### src/rtl/avalon_burst_mem_tester.sv
// Avalon-MM burst memory self-test: writes an address-derived pattern over a
// word window in fixed bursts, reads it back and reports errors.
module avalon_burst_mem_tester #(
    parameter int                    ADDR_WIDTH = 29,
    parameter int                    DATA_WIDTH = 64,
    parameter int                    BURST_LEN  = 8,
    parameter logic [ADDR_WIDTH-1:0] BASE_ADDR  = 29'h0700_0000,
    parameter int                    WORD_COUNT = 1024,
    parameter logic [31:0]           SEED       = 32'hDEAD_BEEF,
    parameter int                    ERR_WIDTH  = 16
) (
    input  logic                    systemClock,
    input  logic                    reset,
    input  logic                    start,
    output logic [ADDR_WIDTH-1:0]   address,
    output logic [7:0]              burstcount,
    output logic [DATA_WIDTH/8-1:0] byteenable,
    output logic                    write,
    output logic [DATA_WIDTH-1:0]   writedata,
    output logic                    read,
    input  logic                    waitrequest,
    input  logic [DATA_WIDTH-1:0]   readdata,
    input  logic                    readdatavalid,
    output logic                    busy,
    output logic                    done,
    output logic                    pass,
    output logic [ERR_WIDTH-1:0]    errorCount,
    output logic [ADDR_WIDTH-1:0]   firstErrorAddress
);

    localparam logic [2:0] IDLE     = 3'd0;
    localparam logic [2:0] WR_BURST = 3'd1;
    localparam logic [2:0] RD_CMD   = 3'd2;
    localparam logic [2:0] RD_DATA  = 3'd3;
    localparam logic [2:0] DONE     = 3'd4;

    localparam logic [ADDR_WIDTH-1:0] STEP      = ADDR_WIDTH'(BURST_LEN);
    localparam logic [ADDR_WIDTH-1:0] END_ADDR  = BASE_ADDR + ADDR_WIDTH'(WORD_COUNT);
    localparam logic [7:0]            LAST_BEAT = 8'(BURST_LEN - 1);
    localparam logic [ERR_WIDTH-1:0]  ERR_MAX   = '1;

    function automatic logic [DATA_WIDTH-1:0] pattern(input logic [ADDR_WIDTH-1:0] a);
        logic [31:0] w;
        w = 32'(a) ^ SEED;
        return {(DATA_WIDTH/32){w}};
    endfunction

    logic [2:0]            state_q, state_d;
    logic [ADDR_WIDTH-1:0] wr_ptr_q, wr_ptr_d;
    logic [ADDR_WIDTH-1:0] rd_ptr_q, rd_ptr_d;
    logic [7:0]            beat_q, beat_d;
    logic [ADDR_WIDTH-1:0] address_q, address_d;
    logic                  write_q, write_d;
    logic [DATA_WIDTH-1:0] writedata_q, writedata_d;
    logic                  read_q, read_d;
    logic                  busy_q, busy_d;
    logic                  done_q, done_d;
    logic                  pass_q, pass_d;
    logic [ERR_WIDTH-1:0]  err_q, err_d;
    logic [ADDR_WIDTH-1:0] first_q, first_d;

    logic [ADDR_WIDTH-1:0] next_wr, next_rd, wr_beat_addr, rd_beat_addr;

    assign next_wr      = wr_ptr_q + STEP;
    assign next_rd      = rd_ptr_q + STEP;
    assign wr_beat_addr = wr_ptr_q + ADDR_WIDTH'(beat_q + 8'd1);
    assign rd_beat_addr = rd_ptr_q + ADDR_WIDTH'(beat_q);

    always_comb begin
        state_d     = state_q;
        wr_ptr_d    = wr_ptr_q;
        rd_ptr_d    = rd_ptr_q;
        beat_d      = beat_q;
        address_d   = address_q;
        write_d     = write_q;
        writedata_d = writedata_q;
        read_d      = read_q;
        busy_d      = busy_q;
        done_d      = done_q;
        pass_d      = pass_q;
        err_d       = err_q;
        first_d     = first_q;
        unique case (state_q)
            IDLE, DONE: begin
                if (start) begin
                    state_d     = WR_BURST;
                    wr_ptr_d    = BASE_ADDR;
                    rd_ptr_d    = BASE_ADDR;
                    beat_d      = 8'd0;
                    address_d   = BASE_ADDR;
                    write_d     = 1'b1;
                    writedata_d = pattern(BASE_ADDR);
                    busy_d      = 1'b1;
                    done_d      = 1'b0;
                    pass_d      = 1'b0;
                    err_d       = '0;
                    first_d     = '0;
                end
            end
            WR_BURST: begin
                if (!waitrequest) begin
                    if (beat_q == LAST_BEAT) begin
                        wr_ptr_d = next_wr;
                        beat_d   = 8'd0;
                        if (next_wr == END_ADDR) begin
                            state_d   = RD_CMD;
                            write_d   = 1'b0;
                            read_d    = 1'b1;
                            address_d = rd_ptr_q;
                        end else begin
                            address_d   = next_wr;
                            writedata_d = pattern(next_wr);
                        end
                    end else begin
                        beat_d      = beat_q + 8'd1;
                        writedata_d = pattern(wr_beat_addr);
                    end
                end
            end
            RD_CMD: begin
                if (!waitrequest) begin
                    state_d = RD_DATA;
                    read_d  = 1'b0;
                    beat_d  = 8'd0;
                end
            end
            RD_DATA: begin
                if (readdatavalid) begin
                    // errorCount==0 doubles as "no mismatch seen yet"
                    if (readdata != pattern(rd_beat_addr)) begin
                        if (err_q != ERR_MAX) err_d = err_q + 1'b1;
                        if (err_q == '0) first_d = rd_beat_addr;
                    end
                    if (beat_q == LAST_BEAT) begin
                        rd_ptr_d = next_rd;
                        beat_d   = 8'd0;
                        if (next_rd == END_ADDR) begin
                            state_d = DONE;
                            busy_d  = 1'b0;
                            done_d  = 1'b1;
                            pass_d  = (err_d == '0);
                        end else begin
                            state_d   = RD_CMD;
                            read_d    = 1'b1;
                            address_d = next_rd;
                        end
                    end else begin
                        beat_d = beat_q + 8'd1;
                    end
                end
            end
            default: state_d = IDLE;
        endcase
    end

    always_ff @(posedge systemClock) begin
        if (reset) begin
            state_q     <= IDLE;
            wr_ptr_q    <= '0;
            rd_ptr_q    <= '0;
            beat_q      <= '0;
            address_q   <= '0;
            write_q     <= 1'b0;
            writedata_q <= '0;
            read_q      <= 1'b0;
            busy_q      <= 1'b0;
            done_q      <= 1'b0;
            pass_q      <= 1'b0;
            err_q       <= '0;
            first_q     <= '0;
        end else begin
            state_q     <= state_d;
            wr_ptr_q    <= wr_ptr_d;
            rd_ptr_q    <= rd_ptr_d;
            beat_q      <= beat_d;
            address_q   <= address_d;
            write_q     <= write_d;
            writedata_q <= writedata_d;
            read_q      <= read_d;
            busy_q      <= busy_d;
            done_q      <= done_d;
            pass_q      <= pass_d;
            err_q       <= err_d;
            first_q     <= first_d;
        end
    end

    assign address           = address_q;
    assign burstcount        = 8'(BURST_LEN);
    assign byteenable        = '1;
    assign write             = write_q;
    assign writedata         = writedata_q;
    assign read              = read_q;
    assign busy              = busy_q;
    assign done              = done_q;
    assign pass              = pass_q;
    assign errorCount        = err_q;
    assign firstErrorAddress = first_q;

endmodule

### config.mk
export PLATFORM = sky130hd
export DESIGN_NAME = avalon_burst_mem_tester
export DESIGN_NICKNAME = d
export VERILOG_FILES = /design/src/rtl/avalon_burst_mem_tester.sv
export SDC_FILE = /design/constraint.sdc
export NUM_CORES = 1
export LEC_CHECK = 0
export CORE_ASPECT_RATIO = 2
export CORE_UTILIZATION = 53
export CTS_CLUSTER_DIAMETER = 40
export DETAILED_ROUTE_END_ITERATION = 8
export PLACE_DENSITY_LB_ADDON = 0.3
export SETUP_SLACK_MARGIN = 0.5
export SKIP_CTS_REPAIR_TIMING = 1
export SLEW_MARGIN = 20
export SYNTH_ARGS = -nofsm -noshare
export SYNTH_HDL_FRONTEND = slang
export SYNTH_SLANG_ARGS = --single-unit
### constraint.sdc
create_clock -name systemClock -period 9.9 [get_ports systemClock]
set_input_delay 1.485 -clock systemClock [delete_from_list [all_inputs] [get_ports systemClock]]
set_output_delay 1.485 -clock systemClock [all_outputs]
set_load 0.005 [all_outputs]
==> out/qor.yml, run 1 <==
layout:
  final_standard_cell_area_without_fillers_um2: 14100
  final-instance-count-excl-fill: 1955
  flow.area_growth_from_synthesis_pct: 20.1
  nets: 1755
  antenna-diode-count: 0
  drive_above_1_share: 0.0517
  final_common_cell: "nor2_1"
  layout.cells.most_common_list: "223 x nor2_1, 208 x clkdlybuf4s50_1, 169 x dfxtp_1, 145 x nand2_1, 105 x a21oi_1"
critical_path:
  cp-end-kind: "flop"
  worstPathRequired_ns: 10.19
  kind_of_start_point_of_the_critical_path: "flop"
  crit-reg2reg-launch: "rd_ptr_q[3]$_SDFFE_PP0P_"
  worstPathMaxFanout: 27
  timing.setup.critical_path_class: "reg2reg"
  arrival_ns: 5.55
  critPathLaunch: "rd_ptr_q[3]$_SDFFE_PP0P_"
die:
  std_cell_rows: 76
  top_level_ports: 228
  die-height_um: 212
  coreArea_um2: 21600
  floorplan.initialDensity: 0.544
  die_width_um: 107
  die-area_um2: 22800
detailed_routing:
  antenna_left: 0
  first_pass_iters: 6
  route.detailed.drc: 0
  drt_wl_total_mm: 42.9
  vias_per_cell: 6.43
  vias: 12600
  first_iter_violations: 1059
  routed_wire_length_per_instance_um: 22.0
cts:
  numCtsBuffers: 17
  clock_tree.root_cell: "clkbuf_16"
  clk_latency_ns: 0.45
  htreeDepth: 4
  cts_buffer_depth: 2
  clk_pin_slew_ns: 0.07
  clock-sinks: 170
  clock_tree_from_tritoncts: "built"
synthesis:
  synth.yosys.seq_area_share: 0.290
  netlist.area_leader.share: 0.290
  synthTopCellsByArea: "dfxtp_1 29%, nor2_1 7.1%, xnor2_1 5.4%"
  synth.cell_area_um2: 11700
  synthesis.instances: 1581
  synth-main-ff-cell: "dfxtp_1"
  netlist.top_cell.by_area: "dfxtp_1"
  syn_area_per_cell_um2: 7.43
  async_flop_share: 0
  yosysWarningCount: 0
  post_synthesis_register_bit_count: 170
  post_synth_num_cell_types: 84
  synth_enable_flop_cells: 0
sta:
  post-route-period-util: 0.531
  timing.clock.skew_ns: 0.00821
  finalSetupTns_ns: 0
  max_slew.worst_pin.slew_ns: 1.11
  fmax_mhz: 190
  slew_viol_final: 0
  final_period_minus_worst_setup_slack_ns: 5.25
  report.final.setup_viol: 0
  timing.hold.ws_ns: 0.466
  hold_viol_final: 0
  max_slew_margin: 0.253
  setup_repair_after_global_routing_missed_its_margin: "false"
place:
  dp_hpwl_mm: 32.1
  dpl-instance-area_um2: 13500
  io_buffer_count: 209
  routabilityCongestion: 1.06
  numPlacedInstances: 1923
power_and_ir_drop:
  power_per_cell_area_nw_per_um2: 151
  power.net_switching_mw: 0.752
  ir_worst_vdd_mv: 0.109
  comb_power_frac: 0.306
  cell_internal_pwr_mw: 1.37
  static-leakage-power_nw: 4.99
  seqPwrFrac: 0.375
  clock_power_share: 0.320
  fin_total_pwr_mw: 2.12
  p_sw_frac: 0.354
worst_hold_path:
  hp-start: "address[8]$_SDFFE_PP0P_"
  hold_path_class: "reg2reg"
grt:
  grt_remaining_overflow: 0
  largest_net_degree_at_the_start_of_global_routing: 89
  first_global_vias: 12000
  grt_first_pass_wirelength_mm: 65.7
  number_of_antenna_violations_at_the_first_check_in_global_routing: 0
  grtUsageTotal: 0.378
status:
  status: "finished, final reports clean"
job:
  drv.max_cap_violation_count: 0
[power groups by stage]
| stage | Sequential [mW] | Combinational, mW | Clock [mW] |
|---|---|---|---|
| detailed placement | 0.810 | 0.633 | 0 |
| CTS | 0.795 | 0.636 | 0.683 |
| global route | 0.803 | 0.696 | 0.714 |
| floorplan | 0.792 | 0.387 | 0 |
| finish | 0.795 | 0.650 | 0.679 |
| global placement | 0.808 | 0.627 | 0 |
[state kept, by name, indices dropped and copies added, names as in the netlist]
| signal | flops |
|---|---|
| address | 27 |
| write | 1 |
| wr_ptr_q | 26 |
| state_q | 3 |
| busy | 1 |
| beat_q | 8 |
| firstErrorAddress | 29 |
| read | 1 |
| errorCount | 16 |
| pass | 1 |
| rd_ptr_q | 26 |
| done | 1 |
| writedata | 30 |
[layer usage]
metal,share of wire,up-vias,global-route usage
li1,-,5802,-
met1,0.34,5934,0.373
met2,0.52,640,0.683
met3,0.058,201,0.0601
met4,0.084,0,0.311
met5,0,-,0
[logic make-up after synthesis]
kind of cell	share of synthesized area
compound gates	0.220
xor+xnor	0.0874
fa+ha+maj	0.0181
buf+inv	0.0826
flops	0.290
mux	0.0180
other cells	0.000640
simple gates	0.284
[layout make-up]
class	instances	area (um2)
clock buffer	18	429
clock inverter	14	156
fill	1949	7480
inverter	20	75.1
multi-input combinational	1231	7460
sequential	170	3400
tap	273	342
timing repair buffer	229	2240
[synthesized netlist by cell type (13+ instances only)]
cell type and number:
o21ai_0 64, or2_2 14, a21oi_1 105, clkbuf_1 99, nor3_1 46, buf_4 55
a31oi_1 13, a21o_1 14, nand4_1 36, nand2_1 145, xnor2_1 72, mux2i_1 20
and3_1 23, nor4_1 21, nor2b_1 15, ha_1 17, or3_1 21, inv_1 19
dfxtp_1 170, nor2_1 223, nand3_1 52, xor2_1 40, buf_2 16, and2_1 16
o22ai_1 19, a22oi_1 55
[through the flow]
stage                      util  setup slack, ns
after floorplan               -             5.71
after global placement    0.626             4.37
after detailed placement  0.626             4.39
after CTS                 0.653             4.68
after global routing      0.653             4.40
final                     0.653             4.65
[critical path, stage by stage (launching register included)]
cell,delay [ns]
dfxtp_1,0.66
ha_1,0.44
nand4_1,0.19
or3_1,0.50
nor3_1,0.63
xnor2_1,0.19
nand2_1,0.11
nor4_1,0.32
nand4_1,0.26
nor3_1,0.34
a21o_1,0.81
nor2_1,0.11
buf_4,0.26
a22oi_1,0.16
nor2_1,0.08
[path summary, 6_finish.rpt]
| check | to | cells after the start | slack (ns) |
|---|---|---|---|
| worst max-delay path | address[23]$_SDFFE_PP0P_ | 14 | 4.65 |
| worst min-delay path | address[8]$_SDFFE_PP0P_ | 2 | 0.47 |
| worst max register to register | address[23]$_SDFFE_PP0P_ | 14 | 4.65 |
| worst min register to register | address[8]$_SDFFE_PP0P_ | 2 | 0.47 |
Power figures use the tool's default switching activity.
==> inputs of run 2 (changes only) <==
--- a/config.mk
+++ b/config.mk
@@ -6,7 +6,7 @@
 export NUM_CORES = 1
 export LEC_CHECK = 0
 export CORE_ASPECT_RATIO = 2
-export CORE_UTILIZATION = 53
+export CORE_UTILIZATION = 48
 export CTS_CLUSTER_DIAMETER = 40
 export DETAILED_ROUTE_END_ITERATION = 8
 export PLACE_DENSITY_LB_ADDON = 0.3
==> constraint.sdc (replaced) <==
create_clock -name systemClock -period 4.5 [get_ports systemClock]
set_input_delay 0.675 -clock systemClock [delete_from_list [all_inputs] [get_ports systemClock]]
set_output_delay 0.675 -clock systemClock [all_outputs]
set_load 0.005 [all_outputs]
==> run 2 against run 1 <==
Flip-flop and latch count stayed put. Clock-buffer cell count is 1 lower. Global-route usage is 2.3 points lower. Total power is 130% higher. Non-clock buffer count is 78 higher. Sequential share of layout area is 1.4 points lower. Final cell count is 4.7% higher. Sequential power is 120% higher. Via count is 2.4% higher. Highest routed layer unchanged.
==> out/qor.yml, run 2 (same netlist as run 1, synthesis figures left out) <==
die:
  coreArea_um2: 23900
  die-height_um: 223
  top_level_ports: 228
  die-area_um2: 25100
  std_cell_rows: 80
  floorplan.initialDensity: 0.491
  die_width_um: 113
layout:
  final-instance-count-excl-fill: 2047
  area.sequential_um2: 3430
  drive_above_1_share: 0.124
  filler_cell_count: 2179
  nets: 1833
  flow.area_growth_from_synthesis_pct: 28.4
  multi_input_combinational_cell_area_um2: 7730
  antenna-diode-count: 0
  final_common_cell: "nor2_1"
  layout.cells.most_common_list: "222 x nor2_1, 208 x clkdlybuf4s50_1, 154 x dfxtp_1, 144 x nand2_1, 101 x a21oi_1"
  largest_register_ffs: 30
cts:
  cts_buffer_depth: 2
  clk_pin_slew_ns: 0.07
  clk_latency_ns: 0.47
  clock_tree.root_cell: "clkbuf_16"
  htreeDepth: 4
  clock_tree_from_tritoncts: "built"
  numCtsBuffers: 17
  clock-sinks: 170
power_and_ir_drop:
  static-leakage-power_nw: 5.48
  ir_worst_vdd_mv: 0.305
  power_per_cell_area_nw_per_um2: 318
critical_path:
  crit-reg2reg-launch: "beat_q[3]$_SDFFE_PP0P_"
  timing.setup.critical_path_class: "reg2reg"
  critPathLaunch: "beat_q[3]$_SDFFE_PP0P_"
  kind_of_start_point_of_the_critical_path: "flop"
  worstPathRequired_ns: 4.91
  worstPathMaxFanout: 7
  arrival_ns: 4.40
  cp-end-kind: "flop"
detailed_routing:
  routed_wire_length_per_instance_um: 22.0
  antenna_left: 0
  route.detailed.drc: 0
  first_iter_violations: 997
  vias_per_cell: 6.29
  first_pass_iters: 5
  drt_wl_total_mm: 45.1
  vias: 12900
grt:
  grtUsageTotal: 0.355
  first_global_vias: 12200
  grt_first_pass_wirelength_mm: 67.8
  largest_net_degree_at_the_start_of_global_routing: 78
  grt_remaining_overflow: 0
  number_of_antenna_violations_at_the_first_check_in_global_routing: 0
sta:
  max_slew_margin: 0.392
  final_period_minus_worst_setup_slack_ns: 3.99
  hold_viol_final: 0
  max_slew.worst_pin.slew_ns: 0.912
  timing.clock.skew_ns: 0.00970
  slew_viol_final: 0
  report.final.setup_viol: 0
  post-route-period-util: 0.887
  fmax_mhz: 251
  finalSetupTns_ns: 0
  setup_repair_after_global_routing_missed_its_margin: "true"
place:
  io_buffer_count: 209
  dp_hpwl_mm: 34.0
  numPlacedInstances: 2003
  routabilityCongestion: 1.04
status:
  status: "finished, final reports clean"
worst_hold_path:
  hold_path_class: "reg2reg"
  hp-start: "address[3]$_SDFFE_PP0P_"
job:
  drv.max_cap_violation_count: 0
==> run 2: cell types whose count changed in the layout (fill, tap and decap cells not counted), sizes merged <==
cell / delta
inv: -1
clkbuf: -1
clkinvlp: +1
buf: +78
bufinv: +1
==> run 2: area by class of cell <==
| type | instances | area share |
|---|---|---|
| clock buffers | 17 | 0.0282 |
| clock inverters | 15 | 0.0110 |
| inverters | 20 | 0.00498 |
| multi-input cells | 1231 | 0.513 |
| flip-flops and latches | 170 | 0.227 |
| well taps | 287 | 0.0238 |
| repair buffers | 307 | 0.192 |
==> run 2: routing by layer <==
metal,vias up,part of all wire,GRT usage
met4,0,0.10,0.330
met2,630,0.51,0.630
met3,237,0.053,0.0633
met1,6061,0.34,0.342
li1,5946,-,-
met5,-,0,0
==> run 2: final timing paths <==
| path | depth (start not counted) | slack [ns] | endpoint |
|---|---|---|---|
| worst min-delay path | 2 | 0.47 | address[3]$_SDFFE_PP0P_ |
| worst min register to register | 2 | 0.47 | address[3]$_SDFFE_PP0P_ |
| worst max-delay path | 15 | 0.51 | pass$_SDFFE_PP0P_ |
| worst max register to register | 15 | 0.51 | pass$_SDFFE_PP0P_ |
==> run 2: power by group <==
| group | internal [mW] | total, mW | switching, mW | leakage (nW) |
|---|---|---|---|---|
| sequential | 1.62 | 1.76 | 0.138 | 1.39 |
| combinational | 0.678 | 1.51 | 0.833 | 3.81 |
| clock | 0.828 | 1.52 | 0.695 | 0.285 |
| total | 3.13 | 4.80 | 1.67 | 5.48 |
==> run 2: stage by stage <==
stage / hold WS, ns / setup WS, ns / total power [mW] / utilization / cell area [um2]
2_1_floorplan: 0.448 / 0.748 / 2.59 / - / 11800
3_3_place_gp: 0.444 / 0.122 / 3.24 / 0.588 / 14100
3_5_place_dp: 0.445 / 0.0579 / 3.26 / 0.588 / 14100
4_1_cts: 0.465 / 0.164 / 4.78 / 0.613 / 14700
5_1_grt: 0.484 / 0.347 / 4.98 / 0.630 / 15100
6_report: 0.465 / 0.509 / 4.80 / 0.630 / 15100
==> run 2: critical path, stage by stage (launching register included) <==
cell	delay, ns
dfxtp_1	0.48
ha_1	0.28
a21o_1	0.20
nand2b_2	0.12
buf_6	0.17
a31oi_1	0.26
xor2_2	0.32
mux2i_2	0.38
nand4b_1	0.21
nor4_4	0.06
buf_4	0.18
buf_4	0.14
nor4b_2	0.42
xor2_1	0.19
a2111oi_2	0.36
a21o_1	0.16
==> inputs of run 3 (changes only) <==
--- a/config.mk
+++ b/config.mk
@@ -6,9 +6,10 @@
 export NUM_CORES = 1
 export LEC_CHECK = 0
 export CORE_ASPECT_RATIO = 2
-export CORE_UTILIZATION = 48
+export CORE_UTILIZATION = 53
 export CTS_CLUSTER_DIAMETER = 40
 export DETAILED_ROUTE_END_ITERATION = 8
+export HOLD_SLACK_MARGIN = 0.08
 export PLACE_DENSITY_LB_ADDON = 0.3
 export SETUP_SLACK_MARGIN = 0.5
 export SKIP_CTS_REPAIR_TIMING = 1
==> constraint.sdc (replaced) <==
create_clock -name systemClock -period 4.9 [get_ports systemClock]
set_input_delay 0.735 -clock systemClock [delete_from_list [all_inputs] [get_ports systemClock]]
set_output_delay 0.735 -clock systemClock [all_outputs]
set_load 0.005 [all_outputs]
==> run 3 against run 2 <==
Die area is 9.3% lower. Design area is 2.5% lower. Total power is 5.8% lower. Worst hold slack worse by 0.0050 ns. Critical path depth stayed put. Setup slack better by 0.15 ns. Combinational power is 8% lower. Clock power hardly changed. Via count is 0.57% lower. Routed wire length is 1.8% lower. Register-to-register slack better by 0.15 ns. Critical endpoint unchanged. Largest power group unchanged.
==> out/qor.yml, run 3 (same netlist as run 1, synthesis figures left out) <==
layout:
  drive_above_1_share: 0.0923
  filler_cell_count: 1881
  multi_input_combinational_cell_area_um2: 7490
  largest_register_ffs: 30
  flow.area_growth_from_synthesis_pct: 25.2
  final_common_cell: "nor2_1"
  layout.cells.most_common_list: "222 x nor2_1, 208 x clkdlybuf4s50_1, 166 x dfxtp_1, 145 x nand2_1, 104 x a21oi_1"
  final_core_utilization: 0.681
  final-instance-count-excl-fill: 2017
  antenna-diode-count: 0
  area.sequential_um2: 3410
  nets: 1817
power_and_ir_drop:
  fin_total_pwr_mw: 4.52
  comb_power_frac: 0.308
  power_per_cell_area_nw_per_um2: 307
  ir_worst_vdd_mv: 0.294
  seqPwrFrac: 0.356
  cell_internal_pwr_mw: 2.99
  p_sw_frac: 0.338
  clock_power_share: 0.336
  power.net_switching_mw: 1.53
  static-leakage-power_nw: 5.38
sta:
  report.final.setup_viol: 0
  setup_repair_after_global_routing_missed_its_margin: "false"
  fmax_mhz: 236
  timing.clock.skew_ns: 0.00965
  hold_viol_final: 0
  pnr_worst_setup_slack_ns: 0.659
  finalSetupTns_ns: 0
  slew_viol_final: 0
  max_slew_margin: 0.386
  post-route-period-util: 0.866
  final_period_minus_worst_setup_slack_ns: 4.24
  max_slew.worst_pin.slew_ns: 0.909
grt:
  grt_first_pass_wirelength_mm: 66.6
  grtUsageTotal: 0.387
  first_global_vias: 12400
  grt_remaining_overflow: 0
  number_of_antenna_violations_at_the_first_check_in_global_routing: 0
  largest_net_degree_at_the_start_of_global_routing: 64
job:
  drv.max_cap_violation_count: 0
cts:
  clock_tree.root_cell: "clkbuf_16"
  clk_pin_slew_ns: 0.08
  cts_buffer_depth: 2
  clock_tree_from_tritoncts: "built"
  clk_latency_ns: 0.45
  htreeDepth: 4
  numCtsBuffers: 17
  clock-sinks: 170
detailed_routing:
  drt_wl_total_mm: 44.3
  vias: 12800
  route.detailed.drc: 0
  vias_per_cell: 6.35
  first_iter_violations: 1094
  first_pass_iters: 5
  routed_wire_length_per_instance_um: 21.9
  antenna_left: 0
die:
  die-area_um2: 22800
  coreArea_um2: 21600
  floorplan.initialDensity: 0.544
  die_width_um: 107
  top_level_ports: 228
  std_cell_rows: 76
  die-height_um: 212
critical_path:
  arrival_ns: 4.63
  crit-reg2reg-launch: "beat_q[4]$_SDFFE_PP0P_"
  path_cells: "ha_1 -> a21oi_1 -> nor2_2 -> o311ai_1 -> xor2_1 -> mux2i_1 -> nor4_1 -> nand4_1 -> nor4_4 -> buf_4 -> buf_4 -> a21oi_1 -> nand3_1 -> a2111oi_1 -> a21o_1"
  crit_slowest_cell: "dfxtp_1"
  cp-end-kind: "flop"
  worstPathMaxFanout: 10
  timing.setup.critical_path_class: "reg2reg"
  critPathLaunch: "beat_q[4]$_SDFFE_PP0P_"
  path_buf_inv: 2
  cp_slowest_stage_delay_ns: 0.47
  kind_of_start_point_of_the_critical_path: "flop"
  cell_type_group_with_the_largest_total_delay_on_the_critical_path: "compound AO/OA/AOI/OAI gates"
  worstPathRequired_ns: 5.29
place:
  routabilityCongestion: 1.13
  numPlacedInstances: 1982
  dp_hpwl_mm: 33.4
  detailedPlace.worstSlack_ns: 0.387
  io_buffer_count: 209
worst_hold_path:
  hp-start: "address[3]$_SDFFE_PP0P_"
  hold_path_class: "reg2reg"
status:
  status: "finished, final reports clean"
run 3: cell count changes in the layout (fill, tap and decap cells not counted), moves of 4 or more:
cell	delta
dfxtp_1	+12
buf_4	-11
dfxtp_2	-11
mux2i_1	+4
mux2i_2	-4
nor4_1	+4
nor4_2	-4
o311ai_0	+4
run 3: through the flow:
step	instance area [um2]	hold slack, ns
floorplan	11800	0.448
global placement	14000	0.449
detailed placement	14000	0.455
CTS	14600	0.464
global route	14700	0.489
finish	14700	0.460
run 3: area by class of cell:
| cell class | count | area share |
|---|---|---|
| Clock buffer | 19 | 0.0301 |
| Clock inverter | 13 | 0.0142 |
| Inverter | 20 | 0.00511 |
| Multi-Input combinational cell | 1231 | 0.510 |
| Sequential cell | 170 | 0.232 |
| Tap cell | 273 | 0.0232 |
| Timing Repair Buffer | 291 | 0.186 |
run 3: metal layers:
metal	global-route usage	share of wire	vias to the layer above
li1	-	-	5918
met1	0.375	0.34	5985
met2	0.683	0.51	655
met3	0.0638	0.059	242
met4	0.364	0.098	0
met5	0	0	-
run 3: worst paths after layout:
check | endpoint | slack, ns | cells after the start
max | pass$_SDFFE_PP0P_ | 0.66 | 15
max reg2reg | pass$_SDFFE_PP0P_ | 0.66 | 15
min reg2reg | address[3]$_SDFFE_PP0P_ | 0.46 | 2
min | address[3]$_SDFFE_PP0P_ | 0.46 | 2
run 3: worst min-delay path, delay by kind of cell, from the launching register on:
kind,cells,cell delay (ns)
simple gates,1,0.05
flops,1,0.32
compound gates,1,0.05
run 3: power by group through the flow:
stage	sequential (mW)	combinational, mW	clock [mW]
3_3_place_gp	1.63	1.34	0
4_1_cts	1.61	1.36	1.53
2_1_floorplan	1.60	0.781	0
5_1_grt	1.62	1.48	1.59
3_5_place_dp	1.64	1.36	0
6_report	1.61	1.39	1.52
